[src/rtl/operand_decode_if.sv]
// Handshake and data bundle between the decoder, the instruction source,
// writeback and the execute stage.
interface operand_decode_if #(
  parameter int DATA_W = 32
);
  logic              instr_valid;
  logic [31:0]       instr;
  logic              instr_ready;
  logic              wb_en;
  logic [4:0]        wb_addr;
  logic [DATA_W-1:0] wb_data;
  logic              ex_valid;
  logic              ex_ready;
  logic [DATA_W-1:0] rs;
  logic [DATA_W-1:0] rt;
  logic [5:0]        func;
  logic [4:0]        sa;
  logic [4:0]        rd;
  logic              illegal;

  modport master (
    output instr_valid, instr, wb_en, wb_addr, wb_data, ex_ready,
    input  instr_ready, ex_valid, rs, rt, func, sa, rd, illegal
  );

  modport slave (
    input  instr_valid, instr, wb_en, wb_addr, wb_data, ex_ready,
    output instr_ready, ex_valid, rs, rt, func, sa, rd, illegal
  );
endinterface

[src/rtl/operand_decode.sv]
// R-type operand decode: register file, per-register outstanding-write
// counters for RAW stalls, and a one-deep registered output stage.
module operand_decode #(
  parameter int DATA_W = 32,
  parameter int CNT_W  = 2
) (
  input logic           clock,
  input logic           reset,
  operand_decode_if.slave bus
);
  localparam logic [CNT_W-1:0] CNT_MAX = {CNT_W{1'b1}};
  localparam logic [CNT_W-1:0] CNT_ONE = {{(CNT_W-1){1'b0}}, 1'b1};

  typedef enum logic [0:0] {
    EMPTY = 1'b0,
    FULL  = 1'b1
  } state_t;

  state_t            state_r;
  logic [DATA_W-1:0] regs_r [32];
  logic [CNT_W-1:0]  cnt_r  [32];
  logic [DATA_W-1:0] rs_r;
  logic [DATA_W-1:0] rt_r;
  logic [5:0]        func_r;
  logic [4:0]        sa_r;
  logic [4:0]        rd_r;
  logic              illegal_r;

  logic [5:0]        opcode_s;
  logic [4:0]        rs_idx_s;
  logic [4:0]        rt_idx_s;
  logic [4:0]        rd_idx_s;
  logic              is_rtype_s;
  logic              rs_busy_s;
  logic              rt_busy_s;
  logic              hazard_s;
  logic              sat_s;
  logic              ready_s;
  logic              accept_s;
  logic              issue_s;
  logic              inc_s;
  logic              dec_s;
  logic [31:0]       inc_vec_s;
  logic [31:0]       dec_vec_s;
  logic [DATA_W-1:0] rs_val_s;
  logic [DATA_W-1:0] rt_val_s;

  assign opcode_s   = bus.instr[31:26];
  assign rs_idx_s   = bus.instr[25:21];
  assign rt_idx_s   = bus.instr[20:16];
  assign rd_idx_s   = bus.instr[15:11];
  assign is_rtype_s = (opcode_s == 6'd0);

  // A source whose last outstanding write retires this very cycle is not a hazard.
  assign rs_busy_s = (rs_idx_s != 5'd0) && (cnt_r[rs_idx_s] != {CNT_W{1'b0}}) &&
                     !(bus.wb_en && (bus.wb_addr == rs_idx_s) && (cnt_r[rs_idx_s] == CNT_ONE));
  assign rt_busy_s = (rt_idx_s != 5'd0) && (cnt_r[rt_idx_s] != {CNT_W{1'b0}}) &&
                     !(bus.wb_en && (bus.wb_addr == rt_idx_s) && (cnt_r[rt_idx_s] == CNT_ONE));
  assign hazard_s  = bus.instr_valid && is_rtype_s && (rs_busy_s || rt_busy_s);
  assign sat_s     = is_rtype_s && (rd_idx_s != 5'd0) && (cnt_r[rd_idx_s] == CNT_MAX) &&
                     !(bus.wb_en && (bus.wb_addr == rd_idx_s));

  assign ready_s   = ((state_r == EMPTY) || bus.ex_ready) && !hazard_s && !sat_s;
  assign accept_s  = bus.instr_valid && ready_s;
  assign issue_s   = accept_s && is_rtype_s;
  assign inc_s     = issue_s && (rd_idx_s != 5'd0);
  assign dec_s     = bus.wb_en && (bus.wb_addr != 5'd0);

  // Write-first read: a same-cycle writeback is forwarded to the operand.
  assign rs_val_s = (rs_idx_s == 5'd0) ? {DATA_W{1'b0}} :
                    (bus.wb_en && (bus.wb_addr == rs_idx_s)) ? bus.wb_data : regs_r[rs_idx_s];
  assign rt_val_s = (rt_idx_s == 5'd0) ? {DATA_W{1'b0}} :
                    (bus.wb_en && (bus.wb_addr == rt_idx_s)) ? bus.wb_data : regs_r[rt_idx_s];

  // One-hot increment/decrement selects for the counter bank.
  always_comb begin
    inc_vec_s = 32'd0;
    dec_vec_s = 32'd0;
    if (inc_s) begin
      inc_vec_s[rd_idx_s] = 1'b1;
    end else begin
      inc_vec_s = 32'd0;
    end
    if (dec_s) begin
      dec_vec_s[bus.wb_addr] = 1'b1;
    end else begin
      dec_vec_s = 32'd0;
    end
  end

  // Outstanding-write counters; a simultaneous inc and dec cancel out.
  always_ff @(posedge clock or posedge reset) begin
    if (reset) begin
      for (int i = 0; i < 32; i++) cnt_r[i] <= {CNT_W{1'b0}};
    end else begin
      for (int i = 0; i < 32; i++) begin
        if (inc_vec_s[i] && !dec_vec_s[i]) begin
          cnt_r[i] <= cnt_r[i] + CNT_ONE;
        end else if (dec_vec_s[i] && !inc_vec_s[i] && (cnt_r[i] != {CNT_W{1'b0}})) begin
          cnt_r[i] <= cnt_r[i] - CNT_ONE;
        end else begin
          cnt_r[i] <= cnt_r[i];
        end
      end
    end
  end

  // Register file write port; r0 is never written.
  always_ff @(posedge clock or posedge reset) begin
    if (reset) begin
      for (int i = 0; i < 32; i++) regs_r[i] <= {DATA_W{1'b0}};
    end else if (dec_s) begin
      regs_r[bus.wb_addr] <= bus.wb_data;
    end else begin
      regs_r[bus.wb_addr] <= regs_r[bus.wb_addr];
    end
  end

  // Output stage FSM with its registered payload and illegal pulse.
  always_ff @(posedge clock or posedge reset) begin
    if (reset) begin
      state_r   <= EMPTY;
      rs_r      <= {DATA_W{1'b0}};
      rt_r      <= {DATA_W{1'b0}};
      func_r    <= 6'd0;
      sa_r      <= 5'd0;
      rd_r      <= 5'd0;
      illegal_r <= 1'b0;
    end else begin
      illegal_r <= accept_s && !is_rtype_s;
      // issue_s already implies the stage is empty or being drained.
      if (issue_s) begin
        rs_r   <= rs_val_s;
        rt_r   <= rt_val_s;
        func_r <= bus.instr[5:0];
        sa_r   <= bus.instr[10:6];
        rd_r   <= rd_idx_s;
      end else begin
        rs_r   <= rs_r;
        rt_r   <= rt_r;
        func_r <= func_r;
        sa_r   <= sa_r;
        rd_r   <= rd_r;
      end
      case (state_r)
        EMPTY: begin
          if (issue_s) begin
            state_r <= FULL;
          end else begin
            state_r <= EMPTY;
          end
        end
        FULL: begin
          if (bus.ex_ready && !issue_s) begin
            state_r <= EMPTY;
          end else begin
            state_r <= FULL;
          end
        end
        default: begin
          state_r <= EMPTY;
        end
      endcase
    end
  end

  assign bus.instr_ready = ready_s;
  assign bus.ex_valid    = (state_r == FULL);
  assign bus.rs          = rs_r;
  assign bus.rt          = rt_r;
  assign bus.func        = func_r;
  assign bus.sa          = sa_r;
  assign bus.rd          = rd_r;
  assign bus.illegal     = illegal_r;
endmodule

[src/flat_wrapper.sv]
// flat-port wrapper written by rule: the top's interface ports become plain ports
module operand_decode_flat 
#(
  parameter int DATA_W = 32,
  parameter int CNT_W  = 2
)
  (clock, reset, bus_instr_valid, bus_instr, bus_wb_en, bus_wb_addr, bus_wb_data, bus_ex_ready, bus_instr_ready, bus_ex_valid, bus_rs, bus_rt, bus_func, bus_sa, bus_rd, bus_illegal);
  operand_decode_if #(.DATA_W(DATA_W)) bus_i ();
  input logic clock;
  input logic reset;
  input wire logic [$bits(bus_i.instr_valid)-1:0] bus_instr_valid;
  input wire logic [$bits(bus_i.instr)-1:0] bus_instr;
  input wire logic [$bits(bus_i.wb_en)-1:0] bus_wb_en;
  input wire logic [$bits(bus_i.wb_addr)-1:0] bus_wb_addr;
  input wire logic [$bits(bus_i.wb_data)-1:0] bus_wb_data;
  input wire logic [$bits(bus_i.ex_ready)-1:0] bus_ex_ready;
  output wire logic [$bits(bus_i.instr_ready)-1:0] bus_instr_ready;
  output wire logic [$bits(bus_i.ex_valid)-1:0] bus_ex_valid;
  output wire logic [$bits(bus_i.rs)-1:0] bus_rs;
  output wire logic [$bits(bus_i.rt)-1:0] bus_rt;
  output wire logic [$bits(bus_i.func)-1:0] bus_func;
  output wire logic [$bits(bus_i.sa)-1:0] bus_sa;
  output wire logic [$bits(bus_i.rd)-1:0] bus_rd;
  output wire logic [$bits(bus_i.illegal)-1:0] bus_illegal;
  assign bus_i.instr_valid = bus_instr_valid;
  assign bus_i.instr = bus_instr;
  assign bus_i.wb_en = bus_wb_en;
  assign bus_i.wb_addr = bus_wb_addr;
  assign bus_i.wb_data = bus_wb_data;
  assign bus_i.ex_ready = bus_ex_ready;
  assign bus_instr_ready = bus_i.instr_ready;
  assign bus_ex_valid = bus_i.ex_valid;
  assign bus_rs = bus_i.rs;
  assign bus_rt = bus_i.rt;
  assign bus_func = bus_i.func;
  assign bus_sa = bus_i.sa;
  assign bus_rd = bus_i.rd;
  assign bus_illegal = bus_i.illegal;
  operand_decode #(.DATA_W(DATA_W), .CNT_W(CNT_W)) u_core (.clock(clock), .reset(reset), .bus(bus_i));
endmodule
[config.mk]
export PLATFORM = sky130hd
export DESIGN_NAME = operand_decode_flat
export DESIGN_NICKNAME = d
export VERILOG_FILES = /design/src/rtl/operand_decode_if.sv /design/src/rtl/operand_decode.sv /design/src/flat_wrapper.sv
export SDC_FILE = /design/constraint.sdc
export NUM_CORES = 2
export LEC_CHECK = 0
export BUFFER_PORTS_ARGS = -buffer_cell sky130_fd_sc_hd__buf_2
export CORE_ASPECT_RATIO = 0.75
export CORE_MARGIN = 4
export CORE_UTILIZATION = 47
export DETAILED_ROUTE_END_ITERATION = 8
export PLACE_DENSITY = 0.71
export SETUP_SLACK_MARGIN = 0.1
export SLEW_MARGIN = 30
export SYNTH_ARGS = -nofsm -noshare
export SYNTH_HDL_FRONTEND = slang
export SYNTH_SLANG_ARGS = --single-unit
[constraint.sdc]
create_clock -name clock -period 106.5 [get_ports clock]
set_clock_uncertainty 0.15 [all_clocks]
set_input_delay 10.65 -clock clock [delete_from_list [all_inputs] [get_ports clock]]
set_output_delay 10.65 -clock clock [all_outputs]
set_load 0.005 [all_outputs]
* Word level (Yosys, flattened, before mapping) *
Cells that the tools add are included.

storage, ports and cells
  register bits after elaboration = 1170
  output and inout bits = 83
  input bits = 74

operators by class
  add/sub/neg operators = 64
  mux-type cells = 100
  equal/unequal tests = 6
  reduce and logical (&&, ||, !) cells = 267
  bitwise operators = 5
  magnitude comparators = 9

operators with widths
  kind                   count
  $bwmux W1024           2
  $mux W1024             1
  $bmux W32 S5           3
  $mux W32               13
  $demux W32 S5          1
  $mux W2                70
  $reduce_bool A2 Y1     66
  $logic_and A1 B1 Y1    121
  $logic_not A1 Y1       71
  $add A2 B1 Y2 const B  32
  $sub A2 B1 Y2 const B  32
  $bmux W2 S5            3
  $ge A6 B6 Y1 const B   4
  $not A5 Y6             4
  $reduce_bool A5 Y1     4
  $eq A5 B5 Y1           3
  $lt A5 B6 Y1 const B   2
  $demux W1 S5           2
  $ge A5 B1 Y1 const B   2
  $logic_not A5 Y1       2
  $logic_not A6 Y1       1
  $lt A6 B1 Y1 const B   1
  $eq A2 B1 Y1 const B   2
  $mux W1                4
  4 further kinds        5

* Logic depth before layout (Yosys ltp) *
  depth after elaboration = 22
  depth in mapped cells = 14

* Worst setup path before layout *
OpenSTA, ideal clock, no wires.

  path kind = input to output
  start point = input bus_instr[16]
  end point = output bus_instr_ready
  stages = 10
  data arrival time = 13184 ps
  path slack = 82516 ps
  cell sequence = buf_6 -> buf_6 -> mux4_2 -> mux4_2 -> and2_1 -> a2111oi_4 -> buf_2 -> buf_2 -> nand2_1 -> a31oi_1

on the way
  word-level cells in the longest chain between the ends = 13
  elaborated cells between the ends (all ways) = 18
  classes of those cells = eq/ne: 2; mux: 3; bitwise: 1; reduce/logical: 12

RTL lines
  what                                        line                                        RTL
  start: declaration                          flat_wrapper.sv:12                          input wire logic [$bits(bus_i.instr)-1:0] bus_instr;
  $not A5 Y6 (not written as such)            operand_decode.sv:57, operand_decode.sv:58
  $bmux W2 S5                                 operand_decode.sv:57, operand_decode.sv:58
  $mux W2 (not written as such) (2 in a row)  operand_decode.sv:57, operand_decode.sv:58
  $eq A2 B1 Y1                                operand_decode.sv:58                        !(bus.wb_en && (bus.wb_addr == rt_idx_s) && (cnt_r[rt_idx_s] == CNT_ONE));
  $logic_and A1 B1 Y1                         operand_decode.sv:58
  $logic_not A1 Y1                            operand_decode.sv:58
  $logic_and A1 B1 Y1 (*)                     operand_decode.sv:57                        assign rt_busy_s = (rt_idx_s != 5'd0) && (cnt_r[rt_idx_s] != {CNT_W{1'b0}}) &&
  $logic_or A1 B1 Y1 (*)                      operand_decode.sv:59                        assign hazard_s = bus.instr_valid && is_rtype_s && (rs_busy_s || rt_busy_s);
  $logic_and A1 B1 Y1 (*)                     operand_decode.sv:59
  $logic_not A1 Y1 (*)                        operand_decode.sv:63                        assign ready_s = ((state_r == EMPTY) || bus.ex_ready) && !hazard_s && !sat_s;
  $logic_and A1 B1 Y1 (*) (2 in a row)        operand_decode.sv:63
  end: declaration                            flat_wrapper.sv:17                          output wire logic [$bits(bus_i.instr_ready)-1:0] bus_instr_ready;

Mark *: on every way between the ends. The rest lies on a longest branch, timed or not. The select of a mux whose other input is x is not followed.

* Final worst setup path *
  start point = input bus_instr[17]
  end point = output bus_instr_ready

Same word-level chain as after synthesis.

==> metrics.md <==
| Metric | Value |
|---|---|
| Largest net degree at the start of global routing | `184` |
| Arr. time, crit path | `14,500 ps` |
| Mapped Cells | `~6.1k` |
| Yosys reg bits | `about 1.2k` |
| Hold Slack | `270 ps` |
| Rows | `121` |
| Final hold vios | `0` |
| IO Port Bufs | `156` |
| GRT Total Usage | `30.9%` |
| Boundary pin count | `around 160` |
| Kind of critical path | `in -> out` |
| Max-slew violations | `0` |
| First-pass GRT wire length | `358,000 um` |
| Startpoint Class | `input port` |
| DRC Markers | `0` |
| Routed vias/inst | `7.03` |
| CTS sink count | `1,170` |
| Syn Nets | `6,132` |
| Final worst path period share | `23.8%` |
| Setup slack after placement | `81,310 ps` |
| H-tree lvl count | `3` |
| Die H | `340 um` |
| Count leader, synth | `nand2_1` |
| Max stage delay on crit path | `870 ps` |
| Chip width | `450 um` |
| Routed WL | `238,000 um` |
| Top-area cell type share of the netlist area | `42.5%` |
| Synth async-reset ratio | `between 90% and 100%` |
| Kind of end point of the critical path | `output pin` |
| Final setup viols | `0` |
| Area of the multi-input gates | `37,400 um2` |
| Top cells by count, synth | `nand2_1 (1,221), dfrtp_1 (1,170), o21ai_0 (1,114)` |
| Die area | `153,000 um2` |
| Final GP Congestion | `~0.94` |
| Seq/Total Area, Yosys | `42.5%` |
| CTS tree | `built` |
| TNS Setup | `0 ps` |
| Violation count after the first detailed-route iteration | `8,690` |
| Crit Path Max Fanout | `45` |
| Power Dens Cells | `19.1 nW/um2` |
| Worst-margin pin slew | `1140 ps` |
| Hold crit path type | `reg -> reg` |
| Overall Power | `0.00144 W` |
| Setup slack after layout | `between 80,000 and 90,000 ps` |
| Crit-path slowest cell | `buf_4` |
| Root Buffer | `clkbuf_16` |
| Unrepaired setup endpoints after global routing | `false` |
| Total gr overflow | `0` |
| Final ANT Viol Nets | `0` |
| Initial antenna violation count | `5` |
| Top_reg_cell synth | `dfrtp_1` |
| Drt first pass iters | `6` |
| Leakage power | `31.6 nW` |
| Post-CTS Hold Buffers | `0` |
| Largest area contributor in the netlist | `dfrtp_1` |
| Nets | `about 5.9k` |
| Worst skew pair latency | `770 ps` |
| Synth area leaders | `dfrtp_1 (42%), mux4_2 (29%), o21ai_0 (8.1%)` |
| Mean post-synth cell area | `about 11 um2` |
| Hpwl dp | `134,000 um` |
| Vias in the first global route | `53.9k` |
| Core Footprint | `145,000 um2` |
| Total CTS buffers | `114` |
| Status | `finished clean` |
| Final core utilization | `51.8%` |
| Post-CTS sizing | `0` |
| CTS Buffer Depth | `3` |
| Max_cap viols | `0` |
| Layout filler cell count | `12.3k` |
| Slew HR | `23.9%` |
| Unique masters post-synth | `67` |
| Setup bufs post-CTS | `0` |
| Fraction of layout cells with a size suffix above 1 | `~25%` |
| Register area | `~30,000 um2` |
| Worst-path clk slew | `around 60 ps` |
| Max Clk Rate | `39.5 MHz` |
| Post-route minimum period | `25,300 ps` |
| Initial Util | `47.4%` |
| Layout area overhead | `9.35%` |
| WL per Instance | `30.3 um` |
| EDFF count, synth | `0` |
| Netlist Area Pre-Place | `69,000 um2` |
| Peak VDD IR | `13.9 uV` |
| Syn. warnings | `0` |
| Total number of vias | `about 55k` |
| Req. time, crit path | `95,700 ps` |
| Critical Path, Cell by Cell | `buf_6, buf_4, mux4_2, mux4_2, and2_1, a2111oi_4, buf_4, nand2_1, a31oi_1, buf_2` |
## worst max-delay path, delay by kind of cell
kind                   cells  cell delay, ps
AND/OR/NAND/NOR            2             440
AO/OA/AOI/OAI              2             570
multiplexers               2             900
buffers and inverters      4            1890
## report_power, final
part / leakage (nW) / switching, W / internal [W] / total [W]
registers: 15.2 / 0.000100 / 0.000539 / 0.000639
logic: 14.4 / 0.000167 / 0.000189 / 0.000356
clock network: 2.02 / 0.000187 / 0.000258 / 0.000445
total: 31.6 / 0.000454 / 0.000986 / 0.00144
## state kept, by name (all words and copies together) (netlist names)
| signal | count |
|---|---|
| u_core.bus.ex_valid | 1 |
| u_core.bus.func | 6 |
| u_core.bus.illegal | 1 |
| u_core.bus.rd | 5 |
| u_core.bus.rs | 32 |
| u_core.bus.rt | 32 |
| u_core.bus.sa | 5 |
| u_core.cnt_r | 64 |
| u_core.regs_r | 1024 |
## kinds of logic after synthesis
family	after synthesis	share of synthesized area [%]
muxes	1022	31.2
DFF	1170	42.5
and+or+nand+nor	1616	9.71
buffers and inverters	699	3.93
xor gates and xnor gates	17	0.216
AOI/OAI and AO/OA	1534	12.5
## path summary, 6_finish.rpt
check	cells after the start	to	slack (ps)	from
worst max register to register	9	u_core.cnt_r[47]$_DFFE_PP0P_	101750	u_core.cnt_r[37]$_DFFE_PP0P_
worst min register to register	0	u_core.regs_r[1011]$_DFFE_PP0P_	270	u_core.regs_r[1011]$_DFFE_PP0P_
worst min-delay path	0	u_core.regs_r[1011]$_DFFE_PP0P_	270	u_core.regs_r[1011]$_DFFE_PP0P_
min in group asynchronous	2	u_core.regs_r[67]$_DFFE_PP0P_	9880	reset
max in group asynchronous	7	u_core.regs_r[1012]$_DFFE_PP0P_	92520	reset
worst max-delay path	10	bus_instr_ready	81200	bus_instr[17]
## layer usage
layer  global-route usage (%)  up-vias  part of all wire, %  wire, um
li1                         -    22200                    -         -
met1                     42.2    27800                   37     87000
met2                     45.0     4386                   44    105000
met3                     10.5      818                   14     34100
met4                     13.9        4                  5.1     12200
met5                        0        -                0.011        27
## metrics by stage
stage / instance area [um2] / cells
finish: 75400 / 7849
global route: 75400 / 7842
CTS: 75100 / 7836
detailed placement: 71000 / 7625
global placement: 71000 / 7625
floorplan: 69000 / 6058
## cells in the final DEF (no fill, tap or decap), types with 16 or more instances in the layout
cell / synthesis / layout
clkbuf_8: 0 / 30
nand4_1: 59 / 59
mux2i_1: 112 / 112
nor2_1: 142 / 140
bufinv_16: 0 / 16
mux4_2: 902 / 902
inv_1: 18 / 17
o21ai_1: 0 / 24
buf_4: 0 / 107
dfrtp_1: 1170 / 1170
clkbuf_1: 542 / 16
nand3_1: 20 / 20
a22oi_1: 86 / 86
a21oi_1: 115 / 115
a22o_1: 36 / 36
a221oi_1: 32 / 32
clkinv_2: 0 / 23
nand2_1: 1221 / 1189
a211oi_1: 54 / 54
nor3_1: 36 / 35
nand2_4: 0 / 22
o21ai_0: 1114 / 1082
buf_2: 58 / 145
nor2b_1: 44 / 42
clkbuf_16: 0 / 116
## area by class of cell
class	instances	area share, %
clock buffers	161	4.46
well taps	1968	3.27
diodes	7	0.0232
repair buffers	285	2.73
multi-input cells	4189	49.6
clock inverters	50	0.954
flip-flops and latches	1170	38.8
inverters	19	0.108
Power figures use the tool's default switching activity.
